--- config.mk ---
export PLATFORM = sky130hd
export DESIGN_NAME = des_sbox_sched
export DESIGN_NICKNAME = d
export VERILOG_FILES = /design/src/rtl/des_sbox_sched.sv
export SDC_FILE = /design/constraint.sdc
export NUM_CORES = 1
export LEC_CHECK = 0
export ABC_AREA = 1
export CAP_MARGIN = 20
export CORE_MARGIN = 2
export CORE_UTILIZATION = 35
export CTS_CLUSTER_DIAMETER = 80
export CTS_CLUSTER_SIZE = 24
export DETAILED_ROUTE_END_ITERATION = 7
export PLACE_DENSITY = 0.74
export SLEW_MARGIN = 40
export SYNTH_ARGS = -nofsm -noshare
export SYNTH_HDL_FRONTEND = slang
export SYNTH_SLANG_ARGS = --single-unit
--- constraint.sdc ---
create_clock -name clk -period 1.9 [get_ports clk]
set_input_delay 0.38 -clock clk [delete_from_list [all_inputs] [get_ports clk]]
set_output_delay 0.38 -clock clk [all_outputs]
set_load 0.1 [all_outputs]
--- src/rtl/des_sbox_sched.sv ---
// Time-multiplexes one shared DES S-box bank over the eight 6-bit slices of a 48-bit word.
// Optional DES_SBOX_REG_EN: bank is a registered ROM, so each capture trails its address by one cycle.
module des_sbox_sched #(
    parameter int unsigned NUM_BOX = 8,
    parameter int unsigned CNT_W   = 3
) (
    input  logic                   clk,
    input  logic                   rst,
    input  logic                   in_valid,
    output logic                   in_ready,
    input  logic [6*NUM_BOX-1:0]   in_data,
    output logic [CNT_W-1:0]       sbox_sel,
    output logic [5:0]             sbox_in,
    input  logic [3:0]             sbox_out,
    output logic                   out_valid,
    input  logic                   out_ready,
    output logic [4*NUM_BOX-1:0]   out_data,
    output logic                   busy
);

    localparam int unsigned IN_W  = 6 * NUM_BOX;
    localparam int unsigned OUT_W = 4 * NUM_BOX;
`ifdef DES_SBOX_REG_EN
    // One extra count so the counter can reach NUM_BOX for the trailing capture.
    localparam int unsigned CW = CNT_W + 1;
`else
    localparam int unsigned CW = CNT_W;
`endif

    typedef enum logic [1:0] {StIdle, StRun, StDone} state_e;

    state_e            state_q, state_d;
    logic [CW-1:0]     cnt_q, cnt_d;
    logic [IN_W-1:0]   data_q, data_d;
    logic [OUT_W-1:0]  res_q, res_d;

    logic              issue;
    logic              capture;
    logic              last;
    int                cap_idx;
    logic [5:0]        slice;

`ifdef DES_SBOX_REG_EN
    always_comb begin
        issue   = (state_q == StRun) && (cnt_q < CW'(NUM_BOX));
        capture = (state_q == StRun) && (cnt_q != '0);
        last    = (cnt_q == CW'(NUM_BOX));
        cap_idx = int'(cnt_q) - 1;
    end
`else
    always_comb begin
        issue   = (state_q == StRun);
        capture = (state_q == StRun);
        last    = (cnt_q == CW'(NUM_BOX - 1));
        cap_idx = int'(cnt_q);
    end
`endif

    always_comb begin
        slice = '0;
        for (int k = 0; k < int'(NUM_BOX); k++) begin
            if (int'(cnt_q) == k) begin
                slice = data_q[IN_W-1-6*k -: 6];
            end
        end
    end

    always_comb begin
        sbox_sel = '0;
        sbox_in  = '0;
        if (issue) begin
            sbox_sel = cnt_q[CNT_W-1:0];
            sbox_in  = slice;
        end
    end

    always_comb begin
        state_d = state_q;
        cnt_d   = cnt_q;
        data_d  = data_q;
        res_d   = res_q;
        unique case (state_q)
            StIdle: begin
                if (in_valid) begin
                    data_d  = in_data;
                    cnt_d   = '0;
                    state_d = StRun;
                end
            end
            StRun: begin
                if (capture) begin
                    for (int k = 0; k < int'(NUM_BOX); k++) begin
                        if (cap_idx == k) begin
                            res_d[OUT_W-1-4*k -: 4] = sbox_out;
                        end
                    end
                end
                if (last) begin
                    cnt_d   = '0;
                    state_d = StDone;
                end else begin
                    cnt_d = cnt_q + CW'(1);
                end
            end
            StDone: begin
                if (out_ready) begin
                    state_d = StIdle;
                end
            end
            default: state_d = StIdle;
        endcase
    end

    always_ff @(posedge clk) begin
        if (rst) begin
            state_q <= StIdle;
            cnt_q   <= '0;
            data_q  <= '0;
            res_q   <= '0;
        end else begin
            state_q <= state_d;
            cnt_q   <= cnt_d;
            data_q  <= data_d;
            res_q   <= res_d;
        end
    end

    assign in_ready  = (state_q == StIdle);
    assign out_valid = (state_q == StDone);
    assign busy      = (state_q != StIdle);
    assign out_data  = res_q;

endmodule

# ---- Word level (Yosys, flattened, before mapping)
# Index checks and enable logic that the tools add are counted.
dict set report word_totals {
  output_inout_bits 44
  inputBits 56
  ff_bits 85
  mem_bits_rw 0
  latchBits 0
  mem_count 0
  romBits 0
  elab_cells 58
}
dict set report classes {
  n_mux 17
  div_mod_pow 0
  multipliers 0
  bitwise 0
  n_eq_ne 13
  n_reduce_logical 16
  shifts 0
  magnitude_cmp 0
  addsub 1
}
# cell count
set ops {}
lappend ops {{two-way mux 6 bit} 9}
lappend ops {{zero test 32 bit} 1}
lappend ops {{AND reduction 2 bit} 10}
lappend ops {{equality test 3 bit, second input constant} 5}
lappend ops {{two-way mux 3 bit} 3}
lappend ops {{equality test 3 x 2 -> 1 bit, second input constant} 2}
lappend ops {{two-way mux 2 bit} 3}
lappend ops {{case mux 2 bit (3 select lines)} 1}
lappend ops {{case mux 3 bit (2 select lines)} 1}
lappend ops {{inequality test 2 x 1 -> 1 bit, second input constant} 2}
lappend ops {{nonzero test 2 bit} 2}
lappend ops {{adder 3 x 1 -> 3 bit, second input constant} 1}
lappend ops {{equality test 3 x 1 -> 1 bit, second input constant} 1}
lappend ops {{zero test 3 bit} 1}
lappend ops {{AND reduction 3 bit} 1}
lappend ops {{equality test 2 x 1 -> 1 bit, second input constant} 1}
lappend ops {{equality test 2 bit, second input constant} 1}
lappend ops {{zero test 2 bit} 1}
lappend ops {{inequality test 2 bit, second input constant} 1}

# ---- Logic depth before layout (Yosys ltp)
# Gate-level depths: netlist (run 1).
dict set report logic_depth {
  word_depth 10
  depth_mapped 14
  mapped_depth_nobuf 14
}

# ---- Worst setup path after synthesis (run 1)
# OpenSTA, ideal clock, no wires.
dict set report synth_path {
  path_type {register to output}
  from {reg cnt_q[2]}
  to {out sbox_in[4]}
  setup_slack_ns -0.526
  stages_incl_launch_ff 14
  required_time_ns 1.520
  arrival_ns 2.046
  n_path_buf 2
  path_cell_list {dfxtp_1 buf_6 inv_2 ha_1 inv_1 buf_2 nor2_1 nor2_1 nand2_1 nand2_1 nand2_1 nand2_1 nand2_1 nand2_1}
}
dict set report synth_via {
  elab_chain_len 10
  elab_cells_between_ends 17
  cone_classes {eq/ne: 7; mux: 9; reduce/logical: 1}
}
# element line
set synth_rtl {}
lappend synth_rtl {{from (decl)} 33} ;# logic [CW-1:0] cnt_q, cnt_d;
lappend synth_rtl {{from (signal assigned)} 122} ;# cnt_q <= cnt_d;
lappend synth_rtl {{zero test 3 bit} 62} ;# if (int'(cnt_q) == k) begin
lappend synth_rtl {{two-way mux 6 bit (7 in a row)} 62}
lappend synth_rtl {{two-way mux 6 bit (*)} 62}
lappend synth_rtl {{two-way mux 6 bit (*)} 71} ;# if (issue) begin
lappend synth_rtl {{to (decl)} 13} ;# output logic [5:0] sbox_in,
# Every way passes the cells marked *; elsewhere a longest branch is shown, timed or not.

# ---- Final worst setup path (run 1)
dict set report layout_path {
  from {reg cnt_q[1]}
  to {out sbox_in[5]}
}
# The elaborated chain is that of the path after synthesis.

==> metrics.md, run 1 <==
| Metric | Value |
|---|---|
| Synth area leader | `dfxtp_1` |
| Clock Latency Late Sink | `0.36 ns` |
| Clock Sinks | `85` |
| WP buf/inv | `3` |
| Failing checks | `setup timing` |
| Post-route minimum period | `around 2.4 ns` |
| Synth unique cells | `24` |
| Number of synthesized flops with an enable pin | `0` |
| Top-area cell type share of the netlist area | `0.4367` |
| Leakage | `~2.3 nW` |
| DR WL/cell | `between 10 and 15 um` |
| Sequential-to-total area share from yosys stat | `0.4367` |
| Layout cell share with drive strength beyond 1 | `0.2142` |
| CORE AREA | `between 0.01 and 0.015 mm^2` |
| Max frequency | `417.8 MHz` |
| Fin cells | `roughly 800` |
| Placed Cells | `around 790` |
| Crit-path max FO | `6` |
| Vias/cell | `~4.6` |
| Initial antenna violation count | `0` |
| Critical path class | `reg -> out` |
| Final-stage net count | `720` |
| Max clock buf depth | `2` |
| Final hold violations | `0` |
| Iteration count of the initial detailed-routing pass | `5` |
| # rows | `38` |
| Worst setup SP type | `register` |
| Die area | `around 0.012 mm^2` |
| CP max stage cell | `dfxtp_4` |
| DR vias | `approximately 3,700` |
| CTS H-tree lvls | `3` |
| Pwr per Cell Area | `just over 700 mW/mm^2` |
| Initial Utilization | `0.3594` |
| HPWL Detailed | `around 7600 um` |
| Overflow left after global routing | `0` |
| N_diodes | `0` |
| Commonest cells in the netlist | `nand2_1, dfxtp_1, a21oi_1` |
| Worst min path class | `reg -> reg` |
| Critical path's largest stage delay | `between 0.4 and 0.5 ns` |
| Die Y | `approximately 110 um` |
| Status | `complete, but fails checks` |
| GP Congestion | `roughly 0.91` |
| Top cells by area, synth | `dfxtp_1, nand2_1, a21oi_1, inv_1, nor2_1` |
| Synthesized area | `~0.004 mm^2` |
| # Max-Cap Violations | `0` |
| CTS Buf Count | `9` |
| Vias in the first global route | `~3,700` |
| Most common cell on crit path | `nand2_1` |
| Mapped Nets | `between 600 and 700` |
| Pin count of the biggest net entering global routing | `45` |
| Unrepaired setup endpoints after global routing | `yes` |
| Total GRT Usage | `0.1737` |
| Iteration-0 DRC Markers | `243` |
| Post-Syn Instances | `roughly 550` |
| CP Data Arrival Time | `approximately 2.0 ns` |
| Mean Syn Cell Area | `between 7 and 8 um^2` |
| Post-CTS Hold Fix Bufs | `0` |
| First-pass GRT wire length | `16,280 um` |
| Max-slew violations | `0` |
| Root Buffer | `clkbuf_8` |
| CP endpoint kind | `primary output` |
| PortBufs | `99` |
| Yosys reg bits | `85` |
| Post-route setup slack | `-0.4937 ns` |
| Post-synth ARST share | `0` |
| Worst Hold Margin | `~0.47 ns` |
| CTS tree | `built` |
| CP Cell Sequence | `ha_4 > ha_4 > clkinvlp_4 > nand2_1 > inv_1 > nand2_1 > nand2_1 > nand2_1 > nand2_1 > nand2_1 > nand2_2 > nand2_8 > buf_12` |
| Cell Area, Placed | `0.005256 mm^2` |
| Worst slew margin | `0.6656` |
| Area grow syn2layout | `41.75%` |
| Post-CTS Setup Repair Bufs | `0` |
| Final setup fails | `6` |
| Slew @ Worst Pin | `around 0.5 ns` |
| Ports | `100` |
| Worst-path clk slew | `~0.090 ns` |
| Post-DRT Antenna Nets | `0` |
| Req. time, crit path | `roughly 1.5 ns` |
| Final worst path period share | `1.260` |
| Most numerous cell in the Yosys netlist | `nand2_1` |
| Final WL | `10,030 um` |
| Ys flop type | `dfxtp_1` |
| DIE WIDTH | `between 100 and 150 um` |
| Fin area | `0.005523 mm^2` |
| Crit-path leading delay family | `simple AND/OR/NAND/NOR gates` |
| Ys Warns | `0` |
| Post-Route Skew | `roughly 0.011 ns` |
| DR DRC count | `0` |
| Worst VDD drop | `about 0.3 mV` |
==> routing by layer <==
layer / vias to the layer above / track usage / part of all wire
met5: - / 0 / 0
met4: 0 / 0.07052 / 0.015
met3: 12 / 0.03734 / 0.056
met2: 108 / 0.3104 / 0.49
met1: 1680 / 0.2004 / 0.44
li1: 1926 / - / -
==> registers in the layout (all words and copies together) (netlist names) <==
name      cells
cnt_q         3
data_q       48
out_data     32
state_q       2
==> power breakdown <==
| part | internal [mW] | total [mW] | switching, mW |
|---|---|---|---|
| clock | 0.534 | 1.22 | 0.689 |
| combinational | 0.310 | 0.772 | 0.462 |
| sequential | 1.86 | 1.91 | 0.0479 |
==> final timing paths <==
path	startpoint	to	slack, ns	cells after the start
max	cnt_q[1]$_SDFFE_PP0P_	sbox_in[5]	-0.49	13
min	out_data[10]$_SDFFE_PP0P_	out_data[10]$_SDFFE_PP0P_	0.47	2
max reg2reg	cnt_q[2]$_SDFFE_PP0P_	out_data[2]$_SDFFE_PP0P_	0.35	8
min reg2reg	out_data[10]$_SDFFE_PP0P_	out_data[10]$_SDFFE_PP0P_	0.47	2
==> area by class of cell <==
cell class / instances / area, um^2
well taps: 140 / 175.2
clock buffers: 10 / 137.6
multi-input cells: 400 / 2013
clock inverters: 6 / 52.55
repair inverters: 1 / 7.507
inverters: 41 / 178.9
repair buffers: 120 / 1246
fillers: 1030 / 5318
flip-flops and latches: 85 / 1712
==> cells by family after synthesis <==
family	after synthesis	share of synthesized area
flip-flops	85	0.4367
AO/OA/AOI/OAI	85	0.1246
adder cells (fa/ha/maj)	6	0.01927
AND/OR/NAND/NOR	309	0.3301
buffers and inverters	68	0.08928
==> tightest hold or removal path, cell delays in order (launching register included) <==
cell and delay (ns):
dfxtp_1 0.32, nand2_1 0.06, a21oi_1 0.05
==> layout by cell type (no fill, tap or decap) <==
cell type,instances
a211oi_2,6
a21oi_1,75
a21oi_2,4
buf_12,17
buf_2,1
buf_4,48
clkbuf_8,10
clkdlybuf4s50_1,54
clkinv_4,2
clkinvlp_4,3
dfxtp_1,81
dfxtp_2,2
dfxtp_4,2
ha_1,1
ha_2,1
ha_4,4
inv_1,28
inv_2,6
inv_4,4
inv_6,4
inv_8,1
nand2_1,230
nand2_2,8
nand2_4,2
nand2_8,5
nand3_1,17
nor2_1,33
nor2_2,2
nor2_4,8
nor2_8,2
or2_0,1
or2_1,1
==> metrics by stage <==
| step | util | worst slack [ns] | total power, mW | setup TNS (ns) |
|---|---|---|---|---|
| after floorplan | - | -0.3946 | 2.429 | -1.366 |
| after global routing | 0.5095 | -0.6575 | 4.076 | -3.776 |
| after CTS | 0.5081 | -0.5159 | 3.949 | -3.010 |
| after global placement | 0.4849 | -0.1469 | 2.695 | -0.7835 |
| after detailed placement | 0.4849 | -0.2011 | 2.709 | -1.107 |
| final | 0.5095 | -0.4937 | 3.901 | -2.899 |
==> repair_timing <==
action                                  4_1_cts  5_1_grt
endpoints found under the setup margin        6        6
endpoints found under the hold margin         0        0
resized for setup                            17        5
gates cloned                                  1        0
pin swaps                                     2        6
No activity file was read; power rests on OpenSTA's default activity.
==> run 2, diff against run 1 <==
--- a/config.mk
+++ b/config.mk
@@ -12,6 +12,7 @@
 export CTS_CLUSTER_DIAMETER = 80
 export CTS_CLUSTER_SIZE = 24
 export DETAILED_ROUTE_END_ITERATION = 7
+export GPL_ROUTABILITY_DRIVEN = 0
 export PLACE_DENSITY = 0.74
 export SLEW_MARGIN = 40
 export SYNTH_ARGS = -nofsm -noshare
==> results of run 2 <==
No change in the layout: final DEF, timing and power equal those of run 1.
